**src/rtl/mux_delay_line.sv**
```systemverilog
`timescale 1ns/1ps
// Selects one of NUM_IN channels and delays it through a DEPTH-stage valid-tagged shift line.
// Latency: 1..DEPTH enabled cycles, set by the registered, clamped dly_in tap.
// Backpressure: en low stalls every stage; a flush or a delay change clears all stages.
module mux_delay_line #(
  parameter  int WIDTH  = 8,
  parameter  int NUM_IN = 4,
  parameter  int DEPTH  = 8,
  localparam int SEL_W  = $clog2(NUM_IN),
  localparam int DLY_W  = $clog2(DEPTH + 1)
) (
  input  logic                    clk,
  input  logic                    rst,
  input  logic                    en,
  input  logic                    flush,
  input  logic [SEL_W-1:0]        sel_in,
  input  logic [NUM_IN*WIDTH-1:0] din_flat,
  input  logic                    din_valid,
  input  logic [DLY_W-1:0]        dly_in,
  output logic [WIDTH-1:0]        q_out,
  output logic                    q_valid,
  output logic                    dly_err
);

  logic [WIDTH-1:0] sel_dat;
  logic             sel_vld;
  logic [WIDTH-1:0] cap_dat;
  logic [DLY_W-1:0] dly_d;
  logic             err_d;
  logic             dly_chg;

  logic [WIDTH-1:0] data_q [DEPTH];
  logic [DEPTH-1:0] vld_q;
  logic [DLY_W-1:0] dly_q;
  logic             err_q;

  // Channel select; an out-of-range select yields an invalid zero sample.
  always_comb begin
    sel_dat = '0;
    sel_vld = 1'b0;
    for (int k = 0; k < NUM_IN; k++) begin
      if (int'(sel_in) == k) begin
        sel_dat = din_flat[k*WIDTH +: WIDTH];
        sel_vld = din_valid;
      end
    end
  end

  // Invalid samples enter the line as zero so every invalid stage holds zero data.
  assign cap_dat = sel_vld ? sel_dat : '0;

  // Clamp the requested delay into 1..DEPTH and flag when clamping happened.
  always_comb begin
    dly_d = dly_in;
    err_d = 1'b0;
    if (dly_in == '0) begin
      dly_d = DLY_W'(1);
      err_d = 1'b1;
    end else if (int'(dly_in) > DEPTH) begin
      dly_d = DLY_W'(DEPTH);
      err_d = 1'b1;
    end
  end

  // Moving the tap always clears, so no stale sample is ever seen at the new tap.
  assign dly_chg = (dly_d != dly_q);

  // Output tap: stage dly_q-1 drives the outputs.
  always_comb begin
    q_out   = '0;
    q_valid = 1'b0;
    for (int i = 0; i < DEPTH; i++) begin
      if (int'(dly_q) == i + 1) begin
        q_out   = data_q[i];
        q_valid = vld_q[i];
      end
    end
  end

  assign dly_err = err_q;

  // Delay register, clamp flag and shift line; delay change beats flush beats shift.
  always_ff @(posedge clk or negedge rst) begin
    if (!rst) begin
      for (int i = 0; i < DEPTH; i++) data_q[i] <= '0;
      vld_q <= '0;
      dly_q <= DLY_W'(1);
      err_q <= 1'b0;
    end else begin
      dly_q <= dly_d;
      err_q <= err_d;
      if (dly_chg || flush) begin
        for (int i = 0; i < DEPTH; i++) data_q[i] <= '0;
        vld_q <= '0;
      end else if (en) begin
        data_q[0] <= cap_dat;
        for (int i = 1; i < DEPTH; i++) data_q[i] <= data_q[i-1];
        vld_q <= {vld_q[DEPTH-2:0], sel_vld};
      end
    end
  end

endmodule

```
**config.mk**
```make
export PLATFORM = sky130hd
export DESIGN_NAME = mux_delay_line
export DESIGN_NICKNAME = d
export VERILOG_FILES = /design/src/rtl/mux_delay_line.sv
export SDC_FILE = /design/constraint.sdc
export NUM_CORES = 1
export LEC_CHECK = 0
export BUFFER_PORTS_ARGS = -buffer_cell sky130_fd_sc_hd__buf_4
export CAP_MARGIN = 40
export CORE_MARGIN = 3
export CORE_UTILIZATION = 25
export DETAILED_ROUTE_END_ITERATION = 16
export PLACE_DENSITY = 0.38
export SLEW_MARGIN = 20
export SYNTH_ARGS = -nofsm -noshare
export SYNTH_HDL_FRONTEND = slang
export SYNTH_SLANG_ARGS = --single-unit
```
**constraint.sdc**
```tcl
create_clock -name clk -period 2.59 [get_ports clk]
set_clock_uncertainty 0.05 [all_clocks]
set_input_delay 0 -clock clk [delete_from_list [all_inputs] [get_ports clk]]
set_output_delay 0 -clock clk [all_outputs]
set_load 0.005 [all_outputs]
```
==> reports/metrics.cfg <==
[run_status]
status = finished, final reports clean

[sta]
rsz0062_at_grt = false
fmax_mhz = 432
min_period_over_period_pct = 89.4
hold_viol_final = 0
finalSetupViolations = 0
relSlewSlack_pct = 53.5
slew_viol_final = 0
setup_tns_ns = 0
worstMarginPinSlew_ns = 0.697
period_needed_ns = 2.32
finalWorstSetupSlack_ns = 0.273

[grt]
grt_max_degree = 55
antenna_found_initial = 0
gr-usage-all-layers_pct = 11.3
grt_overflow = 0
grt_pass1_vias = 3280
grt_first_pass_wirelength_mm = 17.7

[critical_path]
critPathArrivalTime_ns = 2.27
start_kind = flop
slowest_delay_ns = 0.57
required_ns = 2.54
rr_worst_depth = 5
cp_top_family = flip-flops
crit_chain = buf_4, nand2b_1, a2bb2oi_1, o21ai_0, o221ai_1, buf_4
path_buf_inv = 2
crit_type = flop to output pin
worst-path-stages = 6
worst_path_max_delay_cell = dfstp_2
cpMostUsedCell = buf_4
worstSetupEndpointType = output pin
worstPathMaxFanout = 21

[floorplanning]
die_w_um = 141
die_h_um = 141
die_area_mm2 = 0.0200
io_pins = 53
initial_core_util_pct = 26.1
core_mm2 = 0.0176
core.rowCount = 48

[finish]
diodes = 0
area_delta_synth_final_pct = 21.2
layout_commonest_cell = dfrtp_1
final_area_mm2 = 0.00556
multi_input_area_mm2 = 0.00240
ff_latch_area_mm2 = 0.00193
layout_common_cells = dfrtp_1 (76), mux2i_1 (73), buf_4 (60)
fin_cells = 661
drive_above_1_share_pct = 36.7
fill_cells = 1811
nets = 474
utilization_pct = 31.6

[drt]
firstDrtPassIters = 4
via_per_inst = 4.58
num_vias = 3030
wl_per_cell_um = 16.3
drt-total-wl_mm = 10.8
drc_errors = 0
drtIter0Drc = 190
antenna_left = 0

[cts]
clock-sinks = 77
path_clk_slew_ns = 0.06
cts_tree = done
h-tree-depth = 3
cts_setup_buffers = 0
hold_buffers = 7
cts_resized = 0
worstSkewPairLatency_ns = 0.34
cts_root_buf = clkbuf_16
cts_buffer_depth = 2
numCtsBuffers = 9

[yosys]
synth-seq-area-share_pct = 42.1
synth_ff_type = dfrtp_1
synthArstFlopShare_pct = 100
ys_types = 34
yosys_warnings = 0
synth_area_mm2 = 0.00458
synthCells = 383
synth.avg_cell_area_um2 = 12.0
synth-edff-count = 0
synth-seq-cells = 77
syn-num-nets = 426

[pwr]
comb_power_share_pct = 10.7
internal_power_w = 0.00238
power.switching_w = 0.000678
switching_share_pct = 22.2
p_per_area_mw_per_mm2 = 551
pwr-share-seq_pct = 39.8
p_clk_share_pct = 49.5
peakVddDrop_mv = 0.297
p_leak_nw = 2.23

[place]
placed_area_mm2 = 0.00512
io_buffers = 52
place_inst = 638
place_hpwl_mm = 7.49
place_ws_ns = 0.636
place.gp.congestion = 0.706

[worst_hold_path]
hold_path.class = input pin to flop
holdPathStages = 4

[job]
maxCapViolCount = 0

[cells in the mapped netlist, types with 2 or more instances]
library cell / n / area share (%)
nor2_1: 12 / 0.98
buf_12: 7 / 3.1
dfrtp_1: 76 / 41
a21oi_2: 6 / 1.1
nand3b_1: 2 / 0.33
clkbuf_1: 17 / 1.4
a21oi_1: 11 / 1.2
buf_2: 5 / 0.55
nor2_4: 56 / 14
nor3_1: 2 / 0.22
o221ai_1: 18 / 3.4
a2bb2oi_1: 10 / 1.9
nand3_1: 8 / 0.87
nor2_2: 8 / 1.1
xnor2_1: 2 / 0.38
nand2_1: 19 / 1.6
nand2b_1: 11 / 1.5
o21ai_0: 9 / 0.98
buf_1: 2 / 0.16
mux2i_1: 73 / 16
mux4_2: 8 / 3.9
o22a_1: 9 / 1.7
[cell families (layout without fill, tap and decap cells)]
family / count (synthesis) / after routing / share of synthesized area (%)
and+or+nand+nor: 122 / 122 / 20.9
muxes: 81 / 81 / 19.9
DFF: 77 / 77 / 42.1
AOI/OAI and AO/OA: 66 / 66 / 11.0
buffers and inverters: 34 / 87 / 5.59
xor gates and xnor gates: 3 / 3 / 0.573
[layout make-up]
| cell class | count | area share (%) |
|---|---|---|
| clock buffer | 13 | 4.86 |
| sequential | 77 | 34.7 |
| multi-input combinational | 272 | 43.2 |
| tap | 225 | 5.07 |
| timing repair buffer | 70 | 10.5 |
| clock inverter | 3 | 1.62 |
| inverter | 1 | 0.0676 |
[tightest hold or removal path, stage by stage]
cell     delay, ns
buf_4         0.07
mux4_2        0.22
nand3_1       0.07
a21oi_1       0.11
[registers in the layout, summed over array words and instances (netlist names)]
name     count
data_q      64
vld_q        8
dly_err      1
dly_q        4
[per-stage QoR]
stage	hold slack [ns]	power, W
after global placement	0.0592	0.00157
after global routing	0.142	0.00320
after CTS	0.124	0.00313
after floorplan	-0.346	0.00145
after detailed placement	0.0535	0.00157
final	0.133	0.00306
[path summary, 6_finish.rpt]
check	startpoint	to	slack [ns]
min reg2reg	data_q[4]	data_q[4]	0.50
max reg2reg	dly_q[2]	data_q[62]	0.68
max in group asynchronous	rst	data_q[20]	1.66
min in group asynchronous	rst	vld_q[0]	0.20
max	dly_q[0]	q_out[5]	0.27
min	din_flat[0]	data_q[56]	0.13
[power groups by stage]
stage	clock network, W	registers [W]	logic, W
final	0.00151	0.00122	0.000328
after global routing	0.00162	0.00122	0.000359
after CTS	0.00157	0.00122	0.000336
after detailed placement	0	0.00124	0.000327
after global placement	0	0.00124	0.000326
after floorplan	0	0.00124	0.000210
[metal layers]
metal | up-vias | track usage [%] | routed length (um)
met1 | 1514 | 13.9 | 4690
met3 | 14 | 3.34 | 313
met5 | - | 0 | 0
met2 | 37 | 19.0 | 5560
li1 | 1465 | - | -
met4 | 0 | 3.94 | 191
(Power assumes the default switching activity.)
